$ cat config.mk
export PLATFORM = sky130hd
export DESIGN_NAME = vga_timing_gen_param
export DESIGN_NICKNAME = d
export VERILOG_FILES = /design/src/rtl/vga_timing_gen_param.sv
export SDC_FILE = /design/constraint.sdc
export NUM_CORES = 1
export LEC_CHECK = 0
export BUFFER_PORTS_ARGS = -buffer_cell sky130_fd_sc_hd__clkbuf_2
export CAP_MARGIN = 5
export CORE_MARGIN = 1.5
export CORE_UTILIZATION = 60
export DETAILED_ROUTE_END_ITERATION = 10
export PLACE_DENSITY = 0.88
export SLEW_MARGIN = 20
export SYNTH_ARGS = -nofsm -noshare
export SYNTH_HDL_FRONTEND = slang
export SYNTH_SLANG_ARGS = --single-unit
$ cat constraint.sdc
create_clock -name clk -period 6.1 [get_ports clk]
set_clock_uncertainty 0.15 [all_clocks]
set_input_delay 0.61 -clock clk [delete_from_list [all_inputs] [get_ports clk]]
set_output_delay 0.61 -clock clk [all_outputs]
set_load 0.05 [all_outputs]
$ cat src/rtl/vga_timing_gen_param.sv
// ---------------------------------------------------------------------------
// vga_timing_gen_param
// Parametrised VGA raster timing generator with a built-in test-pattern
// source. A clock divider produces a one-clk pixel enable. Stage 0 holds the
// raster coordinates, which are offered to an external pixel source as
// req_x/req_y. Stage 1 holds the syncs and colour for the pixel that stage 0
// held one pixel period earlier, so every output changes together.
// ---------------------------------------------------------------------------
module vga_timing_gen_param #(
  parameter int CLK_DIV  = 2,
  parameter int H_VIZ    = 640,
  parameter int H_FP     = 16,
  parameter int H_PULSE  = 96,
  parameter int H_BP     = 48,
  parameter int V_VIZ    = 480,
  parameter int V_FP     = 10,
  parameter int V_PULSE  = 2,
  parameter int V_BP     = 33,
  parameter bit HS_POL   = 1'b0,
  parameter bit VS_POL   = 1'b0,
  parameter int R_W      = 3,
  parameter int G_W      = 3,
  parameter int B_W      = 2,
  parameter int CHK_LOG2 = 5,
  parameter int CNT_W    = 10
) (
  input  logic                     clk,
  input  logic                     rst,
  input  logic [1:0]               pattern_sel,
  input  logic [R_W+G_W+B_W-1:0]   solid_rgb,
  input  logic [R_W+G_W+B_W-1:0]   ext_rgb,
  output logic                     pix_en,
  output logic [CNT_W-1:0]         req_x,
  output logic [CNT_W-1:0]         req_y,
  output logic                     req_active,
  output logic                     hsync,
  output logic                     vsync,
  output logic [R_W-1:0]           red,
  output logic [G_W-1:0]           green,
  output logic [B_W-1:0]           blue,
  output logic                     frame_start,
  output logic                     line_start
);

  // -------------------------------------------------------------------------
  // Derived constants
  // -------------------------------------------------------------------------
  localparam int PIX_W   = R_W + G_W + B_W;
  localparam int H_TOTAL = H_VIZ + H_FP + H_PULSE + H_BP;
  localparam int V_TOTAL = V_VIZ + V_FP + V_PULSE + V_BP;
  localparam int DIV_W   = (CLK_DIV > 1) ? $clog2(CLK_DIV) : 1;

  localparam logic [DIV_W-1:0] DIV_LAST = DIV_W'(CLK_DIV - 1);
  localparam logic [DIV_W-1:0] DIV_ONE  = DIV_W'(1);

  localparam logic [CNT_W-1:0] CNT_ONE    = CNT_W'(1);
  localparam logic [CNT_W-1:0] H_LAST     = CNT_W'(H_TOTAL - 1);
  localparam logic [CNT_W-1:0] V_LAST     = CNT_W'(V_TOTAL - 1);
  localparam logic [CNT_W-1:0] H_VIZ_C    = CNT_W'(H_VIZ);
  localparam logic [CNT_W-1:0] V_VIZ_C    = CNT_W'(V_VIZ);
  localparam logic [CNT_W-1:0] H_SYNC_BEG = CNT_W'(H_VIZ + H_FP);
  localparam logic [CNT_W-1:0] H_SYNC_END = CNT_W'(H_VIZ + H_FP + H_PULSE);
  localparam logic [CNT_W-1:0] V_SYNC_BEG = CNT_W'(V_VIZ + V_FP);
  localparam logic [CNT_W-1:0] V_SYNC_END = CNT_W'(V_VIZ + V_FP + V_PULSE);
  // Last pixel index inside one colour bar (bars are H_VIZ/8 pixels wide)
  localparam logic [CNT_W-1:0] BAR_LAST   = CNT_W'(H_VIZ / 8 - 1);

  localparam logic [1:0] PAT_SOLID = 2'd0;
  localparam logic [1:0] PAT_BARS  = 2'd1;
  localparam logic [1:0] PAT_CHECK = 2'd2;
  localparam logic [1:0] PAT_EXT   = 2'd3;

  // -------------------------------------------------------------------------
  // State
  // -------------------------------------------------------------------------
  logic [DIV_W-1:0] div_cnt_r;
  logic             pix_en_r;

  // Stage 0: raster position and the bar tracker that follows it
  logic [CNT_W-1:0] h_cnt_r;
  logic [CNT_W-1:0] v_cnt_r;
  logic             active_r;
  logic [CNT_W-1:0] bar_px_r;
  logic [2:0]       bar_idx_r;
  logic [1:0]       mode_r;

  // Stage 1: what the monitor actually sees
  logic             hsync_r;
  logic             vsync_r;
  logic [PIX_W-1:0] rgb_r;
  logic             frame_start_r;
  logic             line_start_r;

  // Combinational helpers
  logic [CNT_W-1:0] h_next_s;
  logic [CNT_W-1:0] v_next_s;
  logic             active_next_s;
  logic [CNT_W-1:0] bar_px_next_s;
  logic [2:0]       bar_idx_next_s;
  logic             at_origin_s;
  logic [1:0]       mode_eff_s;
  logic [PIX_W-1:0] pattern_s;
  logic [PIX_W-1:0] rgb_next_s;
  logic             hsync_next_s;
  logic             vsync_next_s;

  // -------------------------------------------------------------------------
  // Pixel-rate divider: pix_en is registered so it is low during reset and
  // first rises at clk edge CLK_DIV after reset release.
  // -------------------------------------------------------------------------
  // Divider counter and pixel-enable register
  always_ff @(posedge clk or posedge rst) begin
    if (rst) begin
      div_cnt_r <= '0;
      pix_en_r  <= 1'b0;
    end else begin
      pix_en_r <= (div_cnt_r == DIV_LAST);
      if (div_cnt_r == DIV_LAST) begin
        div_cnt_r <= '0;
      end else begin
        div_cnt_r <= div_cnt_r + DIV_ONE;
      end
    end
  end

  // -------------------------------------------------------------------------
  // Stage 0 next-position logic. The bar tracker counts pixels within a bar
  // so no divide by H_VIZ/8 is needed; it restarts whenever the line does.
  // -------------------------------------------------------------------------
  // Next raster position, next active flag and next bar position
  always_comb begin
    h_next_s       = h_cnt_r;
    v_next_s       = v_cnt_r;
    bar_px_next_s  = bar_px_r;
    bar_idx_next_s = bar_idx_r;

    if (h_cnt_r == H_LAST) begin
      h_next_s = '0;
      if (v_cnt_r == V_LAST) begin
        v_next_s = '0;
      end else begin
        v_next_s = v_cnt_r + CNT_ONE;
      end
    end else begin
      h_next_s = h_cnt_r + CNT_ONE;
      v_next_s = v_cnt_r;
    end

    active_next_s = (h_next_s < H_VIZ_C) && (v_next_s < V_VIZ_C);

    if (h_next_s == '0) begin
      bar_px_next_s  = '0;
      bar_idx_next_s = 3'd0;
    end else if (bar_px_r == BAR_LAST) begin
      bar_px_next_s  = '0;
      bar_idx_next_s = bar_idx_r + 3'd1;
    end else begin
      bar_px_next_s  = bar_px_r + CNT_ONE;
      bar_idx_next_s = bar_idx_r;
    end
  end

  // Stage 0 registers advance once per pixel period
  always_ff @(posedge clk or posedge rst) begin
    if (rst) begin
      h_cnt_r   <= '0;
      v_cnt_r   <= '0;
      active_r  <= 1'b1;
      bar_px_r  <= '0;
      bar_idx_r <= 3'd0;
    end else if (pix_en_r) begin
      h_cnt_r   <= h_next_s;
      v_cnt_r   <= v_next_s;
      active_r  <= active_next_s;
      bar_px_r  <= bar_px_next_s;
      bar_idx_r <= bar_idx_next_s;
    end
  end

  // -------------------------------------------------------------------------
  // Pattern mode is only taken from pattern_sel on the first pixel of a
  // frame. That first pixel already uses the new selection, so the effective
  // mode bypasses the register at the origin.
  // -------------------------------------------------------------------------
  // Effective pattern mode for the pixel currently in stage 0
  always_comb begin
    at_origin_s = (h_cnt_r == '0) && (v_cnt_r == '0);
    if (at_origin_s) begin
      mode_eff_s = pattern_sel;
    end else begin
      mode_eff_s = mode_r;
    end
  end

  // Frame-boundary latch of the pattern selection
  always_ff @(posedge clk or posedge rst) begin
    if (rst) begin
      mode_r <= PAT_SOLID;
    end else if (pix_en_r && at_origin_s) begin
      mode_r <= pattern_sel;
    end
  end

  // -------------------------------------------------------------------------
  // Stage 1 next values. Bar colours: index bit 1 clears red (cyan, green,
  // blue, black), bit 2 clears green (magenta, red, blue, black), bit 0
  // clears blue (yellow, green, red, black).
  // -------------------------------------------------------------------------
  // Pattern colour, blanking and sync decode for the stage 0 pixel
  always_comb begin
    case (mode_eff_s)
      PAT_SOLID: pattern_s = solid_rgb;
      PAT_BARS:  pattern_s = {{R_W{~bar_idx_r[1]}},
                              {G_W{~bar_idx_r[2]}},
                              {B_W{~bar_idx_r[0]}}};
      PAT_CHECK: begin
        if (h_cnt_r[CHK_LOG2] ^ v_cnt_r[CHK_LOG2]) begin
          pattern_s = '0;
        end else begin
          pattern_s = '1;
        end
      end
      PAT_EXT:   pattern_s = ext_rgb;
      default:   pattern_s = '0;
    endcase

    if (active_r) begin
      rgb_next_s = pattern_s;
    end else begin
      rgb_next_s = '0;
    end

    if ((h_cnt_r >= H_SYNC_BEG) && (h_cnt_r < H_SYNC_END)) begin
      hsync_next_s = HS_POL;
    end else begin
      hsync_next_s = ~HS_POL;
    end

    if ((v_cnt_r >= V_SYNC_BEG) && (v_cnt_r < V_SYNC_END)) begin
      vsync_next_s = VS_POL;
    end else begin
      vsync_next_s = ~VS_POL;
    end
  end

  // Stage 1 output registers, one pixel period behind stage 0
  always_ff @(posedge clk or posedge rst) begin
    if (rst) begin
      hsync_r <= ~HS_POL;
      vsync_r <= ~VS_POL;
      rgb_r   <= '0;
    end else if (pix_en_r) begin
      hsync_r <= hsync_next_s;
      vsync_r <= vsync_next_s;
      rgb_r   <= rgb_next_s;
    end
  end

  // Frame/line markers: single-clk pulses aligned with the stage 1 update
  always_ff @(posedge clk or posedge rst) begin
    if (rst) begin
      frame_start_r <= 1'b0;
      line_start_r  <= 1'b0;
    end else begin
      frame_start_r <= pix_en_r && at_origin_s;
      line_start_r  <= pix_en_r && (h_cnt_r == '0);
    end
  end

  // -------------------------------------------------------------------------
  // Outputs
  // -------------------------------------------------------------------------
  assign pix_en      = pix_en_r;
  assign req_x       = h_cnt_r;
  assign req_y       = v_cnt_r;
  assign req_active  = active_r;
  assign hsync       = hsync_r;
  assign vsync       = vsync_r;
  assign red         = rgb_r[PIX_W-1 -: R_W];
  assign green       = rgb_r[B_W +: G_W];
  assign blue        = rgb_r[0 +: B_W];
  assign frame_start = frame_start_r;
  assign line_start  = line_start_r;

endmodule

==> results of run 1 <==
-- cell type report --
type                            count  area share
Timing Repair Buffer               54     0.08047
Inverter                           22     0.02473
Sequential cell                    50      0.3702
Clock inverter                      1    0.001477
Tap cell                           67     0.02473
Clock buffer                        7     0.02547
Multi-Input combinational cell    247      0.4729
-- state kept, by name, indices dropped and copies added (netlist names) --
signal / count
bar_px_r: 10
req_x: 10
req_y: 10
rgb_r: 8
bar_idx_r: 3
mode_r: 2
div_cnt_r: 1
frame_start: 1
hsync: 1
line_start: 1
pix_en: 1
req_active: 1
vsync: 1
-- worst max-delay path, stage by stage (launching register included) --
cell and delay, ns:
dfrtp_1 0.55, or3b_2 0.56, nor3_2 0.51, o221ai_1 0.19, a211o_2 0.46, a21oi_1 0.26, o21ai_0 0.11
-- path summary, 6_finish.rpt --
| path | from | endpoint | slack, ns | depth (start not counted) |
|---|---|---|---|---|
| worst max-delay path | req_x[5]$_DFFE_PP0P_ | bar_idx_r[1]$_DFFE_PP0P_ | 3.19 | 6 |
| worst min-delay path | div_cnt_r$_DFF_PP0_ | pix_en$_DFF_PP0_ | 0.24 | 0 |
| worst max register to register | req_x[5]$_DFFE_PP0P_ | bar_idx_r[1]$_DFFE_PP0P_ | 3.19 | 6 |
| worst min register to register | div_cnt_r$_DFF_PP0_ | pix_en$_DFF_PP0_ | 0.24 | 0 |
| max in group asynchronous | rst | bar_px_r[4]$_DFFE_PP0P_ | 5.02 | 2 |
| min in group asynchronous | rst | rgb_r[2]$_DFFE_PP0P_ | 0.27 | 2 |
-- cell families (layout without fill, tap and decap cells) --
kind of cell,count (synthesis),count (layout)
AOI/OAI and AO/OA,79,79
xor gates and xnor gates,14,14
adders and majority gates,8,8
buffers and inverters,41,84
DFF,50,50
muxes,9,9
and+or+nand+nor,137,137
-- through the flow --
step	area [µm²]	std cells
after floorplan	3092	338
after global placement	3297	440
after detailed placement	3297	440
after CTS	3388	448
after global routing	3390	448
final	3390	448
-- per-layer routing --
metal  vias to the layer above  part of all wire  wire, µm  GRT usage
li1                       1294                 -         -          -
met1                      1274              0.48      3146     0.3463
met2                        63              0.48      3129     0.4018
met3                         5             0.030       194    0.05355
met4                         0            0.0064        42    0.07879
met5                         -                 0         0          0
-- synth_stat cells (4+ instances only) --
| master | number | area share |
|---|---|---|
| dfrtp_1 | 47 | 0.38 |
| nand2_1 | 34 | 0.041 |
| o21ai_0 | 25 | 0.040 |
| inv_1 | 22 | 0.027 |
| nor2_1 | 20 | 0.024 |
| nand3_1 | 17 | 0.028 |
| a21oi_1 | 12 | 0.019 |
| xnor2_1 | 9 | 0.025 |
| buf_6 | 8 | 0.029 |
| ha_1 | 8 | 0.032 |
| nand4_1 | 8 | 0.016 |
| and2b_2 | 7 | 0.020 |
| nor3_1 | 7 | 0.011 |
| a2bb2oi_1 | 6 | 0.017 |
| a31oi_1 | 6 | 0.012 |
| clkbuf_1 | 6 | 0.0073 |
| o21bai_1 | 6 | 0.015 |
| and3_1 | 5 | 0.010 |
| and4_1 | 5 | 0.014 |
| nor4_1 | 5 | 0.010 |
| xor2_1 | 5 | 0.014 |
| and2_1 | 4 | 0.0081 |
| mux2_2 | 4 | 0.015 |
| mux2i_1 | 4 | 0.013 |
| nand2b_1 | 4 | 0.0081 |
-- report_power, final --
| group | switching [mW] | internal [mW] | total (mW) |
|---|---|---|---|
| Clock | 0.108 | 0.0917 | 0.200 |
| Sequential | 0.00307 | 0.336 | 0.339 |
| Combinational | 0.0304 | 0.0152 | 0.0456 |
| Total | 0.142 | 0.443 | 0.585 |
==> results.yml, run 1 <==
sta:
  hold_violations: 0
  relSlewSlack: 0.4099
  fmax_ghz: 0.3431
  setup_viol_count_final: 0
  setup_ws_ns: 3.185
  rsz0062_at_grt: "no"
  tightestPinTransition_ns: 0.8770
  fin_crit_sh: 0.4779
  period_needed_ns: 2.915
  slew_viol_final: 0
  timing.hold.ws_ns: 0.2383
  setup_tns_ns: 0
synthesis:
  synth_compound_area_frac: 0.1667
  ys_ff_latch: 50
  synth_top_family_by_area: "simple AND/OR/NAND/NOR gates"
  syn_inst: 338
  ys_warn_count: 0
  yosys.area_share.simple: 0.2477
  synthMuxAreaShare: 0.03197
  synth_xor_area_frac: 0.03966
  ys_types: 56
  synth_fa_ha_area_frac: 0.03238
  yosysSeqAreaShare: 0.4059
  synth_fp_nets: 366
  synth_area_per_cell_um2: 9.147
  synth_area_um2: 3092
  ys.flop_type: "dfrtp_1"
  synth_edf_count: 0
  synthArstFlopShare: 1.000
routing:
  wl_um: 6513
  drt_iter0_drc: 249
  wl_per_cell_um: 14.54
  vias_per_cell: 5.884
  vias: 2636
  drtAntennaViolNets: 0
  drcViolationCount: 0
  first_pass_iters: 5
clock_network:
  clock_latency_ns: 0.30
  cts_sinks: 50
  post_cts_buffers: 0
  path_clk_slew_ns: 0.09
  cts-resized-gates: 0
  hold_buffers: 0
  root_buffer: "clkbuf_8"
  cts_tree: "done"
  cts.htree.levels: 2
  numCtsBuffers: 5
  clock_path_buffers: 2
setup_path:
  crit_path_end_kind: "register"
  critPathArrivalTime_ns: 2.95
  worstPathRequired_ns: 6.13
  path_max_fanout: 15
  critPathKind: "reg2reg"
  start_kind: "register"
power_and_ir_drop:
  vdd.ir_drop.worst_mv: 0.1117
  power.leakage_nw: 1.499
  powerDensity_nw_per_um2: 172.5
  finalPower_uw: 584.6
cells_and_area:
  drive_gt1_frac: 0.2205
  seq_area_um2: 1255
  nFillCells: 374
  n_antenna_cell: 0
  layout_commonest_cell: "clkbuf_2"
  syn_to_final_growth_pct: 9.632
  finalNetCount: 408
  layout_common_cells: "clkbuf_2, dfrtp_1, nand2_1, o21ai_0, inv_1"
  multiInputGateArea_um2: 1603
  post-route-util: 0.6991
min_path:
  worstHoldPathType: "reg2reg"
global_route:
  antenna_found_initial: 0
  grt_pass1_wl_um: 10780
  grt_remaining_overflow: 0
  grt_start_max_net_pins: 51
  grt_pass1_vias: 2388
  track_usage: 0.2518
place:
  place_congestion: 0.9061
  io_buffers: 53
  post-place-ws_ns: 3.209
  dp_hpwl_um: 4545
die:
  die_area_um2: 5593
  die_x_um: 74.79
  ios: 54
  die_y_um: 74.79
  start_util: 0.6377
  core_area_um2: 4848
  rows: 25
run:
  cap_violations: 0
outcome:
  outcome: "finished clean"
Power figures use the tool's default switching activity.
==> inputs of run 2 (changes only) <==
--- a/config.mk
+++ b/config.mk
@@ -8,9 +8,9 @@
 export BUFFER_PORTS_ARGS = -buffer_cell sky130_fd_sc_hd__clkbuf_2
 export CAP_MARGIN = 5
 export CORE_MARGIN = 1.5
-export CORE_UTILIZATION = 60
+export CORE_UTILIZATION = 56
 export DETAILED_ROUTE_END_ITERATION = 10
-export PLACE_DENSITY = 0.88
+export PLACE_DENSITY = 0.83
 export SLEW_MARGIN = 20
 export SYNTH_ARGS = -nofsm -noshare
 export SYNTH_HDL_FRONTEND = slang
==> constraint.sdc (replaced) <==
create_clock -name clk -period 2.8 [get_ports clk]
set_clock_uncertainty 0.15 [all_clocks]
set_input_delay 0.28 -clock clk [delete_from_list [all_inputs] [get_ports clk]]
set_output_delay 0.28 -clock clk [all_outputs]
set_load 0.05 [all_outputs]
==> run 2 against run 1 <==
  * Highest routed layer unchanged
  * First-iteration DRC count shrank 37%
  * Largest power group unchanged
  * Global-route usage decreased by 0.41 points
  * The run now ends with negative hold slack left
  * Critical path type unchanged
  * Wire length up 10%
==> results.yml, run 2 (synthesis gave the netlist of run 1 again) <==
setup_path:
  r2r-end: "rgb_r[5]$_DFFE_PP0P_"
  r2r_slack_ns: 0.20
  timing.rr.start: "req_x[6]$_DFFE_PP0P_"
  start_kind: "register"
  critPathKind: "reg2reg"
  worstPathRequired_ns: 2.87
  crit_path_end_kind: "register"
  reg2regPathDepth: 6
  path_max_fanout: 11
  critPathArrivalTime_ns: 2.67
global_route:
  grt_pass1_vias: 2547
  grt_start_max_net_pins: 51
  track_usage: 0.2477
  grt_pass1_wl_um: 11890
  antenna_found_initial: 0
  grt_remaining_overflow: 0
routing:
  wl_met2_um: 3490
  top_layer: "met4"
  vias: 2736
  first_pass_iters: 5
  met1_length_um: 3185
  drcViolationCount: 0
  drt_iter0_drc: 158
  wl_um: 7180
  vias_per_cell: 5.897
  wl_met3_um: 389
  drtAntennaViolNets: 0
  wl_per_cell_um: 15.47
power_and_ir_drop:
  powerDensity_nw_per_um2: 367.6
  finalPower_mw: 1.287
  power.leakage_nw: 1.564
  vdd.ir_drop.worst_mv: 0.2496
die:
  ios: 54
  die_area_um2: 5975
  rows: 26
  start_util: 0.5940
  die_y_um: 77.30
  die_x_um: 77.30
  core_area_um2: 5205
clock_network:
  cts_sinks: 50
  clock_path_buffers: 2
  cts.htree.levels: 2
  hold_buffers: 0
  clock_latency_ns: 0.31
  root_buffer: "clkbuf_8"
  path_clk_slew_ns: 0.09
  cts_tree: "done"
  numCtsBuffers: 5
  post_cts_buffers: 0
sta:
  relSlewSlack: 0.4300
  period_needed_ns: 2.596
  timing.hold.ws_ns: -0.05338
  setup_tns_ns: 0
  rsz0062_at_grt: "no"
  setup_viol_count_final: 0
  fin_crit_sh: 0.9270
  slew_viol_final: 0
  fmax_ghz: 0.3853
  tightestPinTransition_ns: 0.8540
  hold_violations: 47
outcome:
  failed_checks: "negative hold slack"
  outcome: "complete, but fails checks"
cells_and_area:
  layout_common_cells: "clkbuf_2, dfrtp_1, nand2_1, o21ai_0, inv_1"
  layout.cells.non_filler: 464
  syn_to_final_growth_pct: 13.23
  stdcell_area_um2: 3501
  layout_commonest_cell: "clkbuf_2"
  finalNetCount: 421
  n_antenna_cell: 0
  drive_gt1_frac: 0.2487
min_path:
  worstHoldPathType: "in2async"
place:
  placed_cells: 456
  place_congestion: 0.8820
  dp_hpwl_um: 5063
  place_area_um2: 3398
  io_buffers: 53
run:
  cap_violations: 0
-- run 2: cell count changes in the layout (fill, tap and decap cells not counted), sizes merged --
cell,delta
buf,+13
-- run 2: worst max-delay path by stage --
stage	startpoint	end	slack, ns	depth (start not counted)
floorplan	req_x[0]$_DFFE_PP0P_	bar_idx_r[0]$_DFFE_PP0P_	0.16	8
global placement	req_x[6]$_DFFE_PP0P_	rgb_r[3]$_DFFE_PP0P_	0.27	6
detailed placement	req_x[6]$_DFFE_PP0P_	rgb_r[5]$_DFFE_PP0P_	0.13	6
CTS	req_x[6]$_DFFE_PP0P_	rgb_r[5]$_DFFE_PP0P_	0.08	6
global route	req_x[6]$_DFFE_PP0P_	rgb_r[5]$_DFFE_PP0P_	0.02	6
finish	req_x[6]$_DFFE_PP0P_	rgb_r[5]$_DFFE_PP0P_	0.20	6
-- run 2: power by group --
| part | leakage, nW | internal, mW | switching [mW] |
|---|---|---|---|
| clock | 0.0482 | 0.200 | 0.245 |
| sequential | 0.631 | 0.732 | 0.00748 |
| combinational | 0.884 | 0.0343 | 0.0683 |
-- run 2: final cells by class --
cell class                 count  area (µm²)
fill                         432        1704
multi-input combinational    247        1613
sequential                    50        1255
timing repair buffer          67       370.4
tap                           70       87.58
clock buffer                   7       86.33
inverter                      22       83.83
clock inverter                 1       5.005
-- run 2: what timing repair did --
action / CTS / global route
endpoints found under the setup margin: 0 / 8
gates resized for setup: 0 / 2
endpoints found under the hold margin: 0 / 0
-- run 2: stage by stage --
step           setup WS [ns]  utilization  hold slack [ns]
3_5_place_dp          0.1262       0.6529           0.2205
3_3_place_gp          0.2734       0.6529           0.2125
5_1_grt              0.02420       0.6726          0.01010
2_1_floorplan         0.1611            -           0.2037
4_1_cts              0.07676       0.6704          0.09872
6_report              0.2043       0.6726         -0.05338
-- run 2: layer usage --
metal  global-route usage  vias up
met5                    0        -
met4              0.08000        0
met3              0.03452       11
met2               0.4096       90
met1               0.3349     1316
li1                     -     1319
-- run 2: critical path, stage by stage (launching register included) --
cell and delay [ns]:
dfrtp_1 0.51, nor2_1 0.24, and4_1 0.30, and4_2 0.40, mux2i_4 0.37, a211o_1 0.33, a2bb2oi_1 0.22
==> inputs of run 3 (changes only) <==
--- a/config.mk
+++ b/config.mk
@@ -10,7 +10,7 @@
 export CORE_MARGIN = 1.5
 export CORE_UTILIZATION = 56
 export DETAILED_ROUTE_END_ITERATION = 10
-export PLACE_DENSITY = 0.83
+export PLACE_DENSITY = 0.8
 export SLEW_MARGIN = 20
 export SYNTH_ARGS = -nofsm -noshare
 export SYNTH_HDL_FRONTEND = slang
==> run 3 against run 2 <==
  * Sequential cell count is the same
  * Global-route usage shrank 1.1 points
  * Largest power group unchanged
  * Sequential share of layout area grew 0.10 points
  * Total power shrank 1.9%
  * Non-clock buffer count grew 1
  * Setup slack gained 0.034 ns
  * Clock power shrank 5.2%
  * The run now ends clean
  * Critical path type unchanged
  * Hold slack gained 0.17 ns
  * Critical path depth grew 1
==> results.yml, run 3 (synthesis gave the netlist of run 1 again) <==
outcome:
  outcome: "finished clean"
die:
  die_x_um: 77.30
  die_area_um2: 5975
  rows: 26
  core_area_um2: 5205
  start_util: 0.5940
  die_y_um: 77.30
  ios: 54
power_and_ir_drop:
  power.leakage_nw: 1.565
  p_comb_frac: 0.081
  power_switching_uw: 321.3
  internal_power_uw: 940.8
  power.share.clock: 0.334
  vdd.ir_drop.worst_mv: 0.1845
  p_sw_frac: 0.2546
  powerDensity_nw_per_um2: 361.6
  share_seq_of_total_power: 0.585
cells_and_area:
  n_antenna_cell: 0
  syn_to_final_growth_pct: 12.91
  layout_commonest_cell: "clkbuf_2"
  drive_gt1_frac: 0.2456
  seq_area_um2: 1255
  finalNetCount: 422
  multiInputGateArea_um2: 1603
  layout_common_cells: "clkbuf_2, dfrtp_1, nand2_1, o21ai_0, inv_1"
  nFillCells: 435
  stdcell_area_um2: 3491
setup_path:
  cpPeakStageDelay_ns: 0.60
  r2r_slack_ns: 0.24
  worstPathRequired_ns: 2.89
  critPathArrivalTime_ns: 2.65
  cp_slowest_cell: "or4b_2"
  path_delay_family: "simple AND/OR/NAND/NOR gates"
  path_max_fanout: 15
  reg2regPathDepth: 7
  path_cells: "ha_1 -> and4_1 -> a21boi_0 -> mux2_2 -> a211o_2 -> or4b_2 -> o21ai_0"
  critPathKind: "reg2reg"
  worstSetupEndpoint: "bar_px_r[5]$_DFFE_PP0P_"
  start_kind: "register"
  timing.rr.start: "req_x[0]$_DFFE_PP0P_"
  r2r-end: "bar_px_r[5]$_DFFE_PP0P_"
  crit_path_end_kind: "register"
  crit_cells: 7
  crit_start: "req_x[0]$_DFFE_PP0P_"
  timing.critical_path.buf_inv: 0
place:
  place_congestion: 0.8378
  dp_hpwl_um: 4870
  io_buffers: 53
  place_area_um2: 3398
  post-place-ws_ns: 0.2565
routing:
  vias_per_cell: 5.746
  wl_met2_um: 3229
  first_pass_iters: 4
  drcViolationCount: 0
  vias: 2672
  drtAntennaViolNets: 0
  top_layer: "met4"
  wl_per_cell_um: 14.56
  met1_length_um: 3115
  wl_um: 6769
  wl_met3_um: 343
  drt_iter0_drc: 214
clock_network:
  path_clk_slew_ns: 0.10
  clock_latency_ns: 0.31
  numCtsBuffers: 5
  cts.htree.levels: 2
  cts_tree: "done"
  clock_path_buffers: 2
  root_buffer: "clkbuf_8"
  cts_sinks: 50
sta:
  tightestPinTransition_ns: 0.4970
  hold_violations: 0
  period_needed_ns: 2.562
  rsz0062_at_grt: "no"
  setup_tns_ns: 0
  setup_viol_count_final: 0
  setup_ws_ns: 0.2382
  slew_viol_final: 0
  fin_crit_sh: 0.9149
  relSlewSlack: 0.6592
  fmax_ghz: 0.3904
run:
  cap_violations: 0
global_route:
  track_usage: 0.2368
  grt_pass1_wl_um: 11360
  antenna_found_initial: 0
  grt_start_max_net_pins: 42
  grt_remaining_overflow: 0
  grt_pass1_vias: 2494
min_path:
  worstHoldPathType: "in2reg"
## run 3: cell count changes in the layout (fill, tap and decap cells not counted)
cell / before / now
clkbuf_8: 6 / 5
dlygate4sd3_1: 0 / 1
mux2i_4: 1 / 0
inv_2: 0 / 1
and4_2: 1 / 0
mux2i_2: 0 / 1
and4_1: 4 / 5
## run 3: power by group through the flow
stage	logic [mW]	registers, mW	clock network (mW)
2_1_floorplan	0.0370	0.783	0
5_1_grt	0.111	0.740	0.460
4_1_cts	0.104	0.738	0.429
3_5_place_dp	0.102	0.752	0
3_3_place_gp	0.100	0.752	0
6_report	0.102	0.738	0.422
## run 3: worst min-delay path by stage
stage | startpoint | endpoint | slack, ns | cells after the start
2_1_floorplan | div_cnt_r$_DFF_PP0_ | pix_en$_DFF_PP0_ | 0.20 | 0
3_3_place_gp | rst | rgb_r[4]$_DFFE_PP0P_ | 0.16 | 2
3_5_place_dp | rst | rgb_r[4]$_DFFE_PP0P_ | 0.16 | 2
4_1_cts | solid_rgb[2] | rgb_r[2]$_DFFE_PP0P_ | 0.10 | 3
5_1_grt | solid_rgb[2] | rgb_r[2]$_DFFE_PP0P_ | 0.11 | 3
6_report | solid_rgb[5] | rgb_r[5]$_DFFE_PP0P_ | 0.11 | 3
## run 3: what timing repair did
item / CTS / global route
resized for setup: 0 / 0
hold endpoints to repair: 21 / 0
setup endpoints to repair: 0 / 0
setup buffers: 0 / 0
hold buffers: 1 / 0
## run 3: worst register-to-register path: cells and delay by family, from the launching register on
| family | cells | cell delay [ns] |
|---|---|---|
| compound gates | 3 | 0.51 |
| mux | 1 | 0.18 |
| simple gates | 2 | 0.90 |
| flops | 1 | 0.46 |
| fa+ha+maj | 1 | 0.29 |
## run 3: area by class of cell
| cell class | count | share of cell area |
|---|---|---|
| flip-flops and latches | 50 | 0.3595 |
| multi-input cells | 247 | 0.4591 |
| inverters | 22 | 0.02366 |
| clock inverters | 2 | 0.002867 |
| well taps | 70 | 0.02509 |
| repair buffers | 68 | 0.1090 |
| clock buffers | 6 | 0.02079 |
## run 3: stage by stage
stage | utilization | hold WS [ns] | cells | power [mW]
CTS | 0.6707 | 0.1017 | 465 | 1.270
floorplan | - | 0.2037 | 338 | 0.8199
global route | 0.6707 | 0.1088 | 465 | 1.311
finish | 0.6707 | 0.1123 | 465 | 1.262
detailed placement | 0.6529 | 0.1566 | 456 | 0.8547
global placement | 0.6529 | 0.1593 | 456 | 0.8525
## run 3: routing by layer
layer / track usage / vias up
li1: - / 1322
met4: 0.06727 / 0
met1: 0.3107 / 1270
met5: 0 / -
met2: 0.4000 / 74
met3: 0.04167 / 6
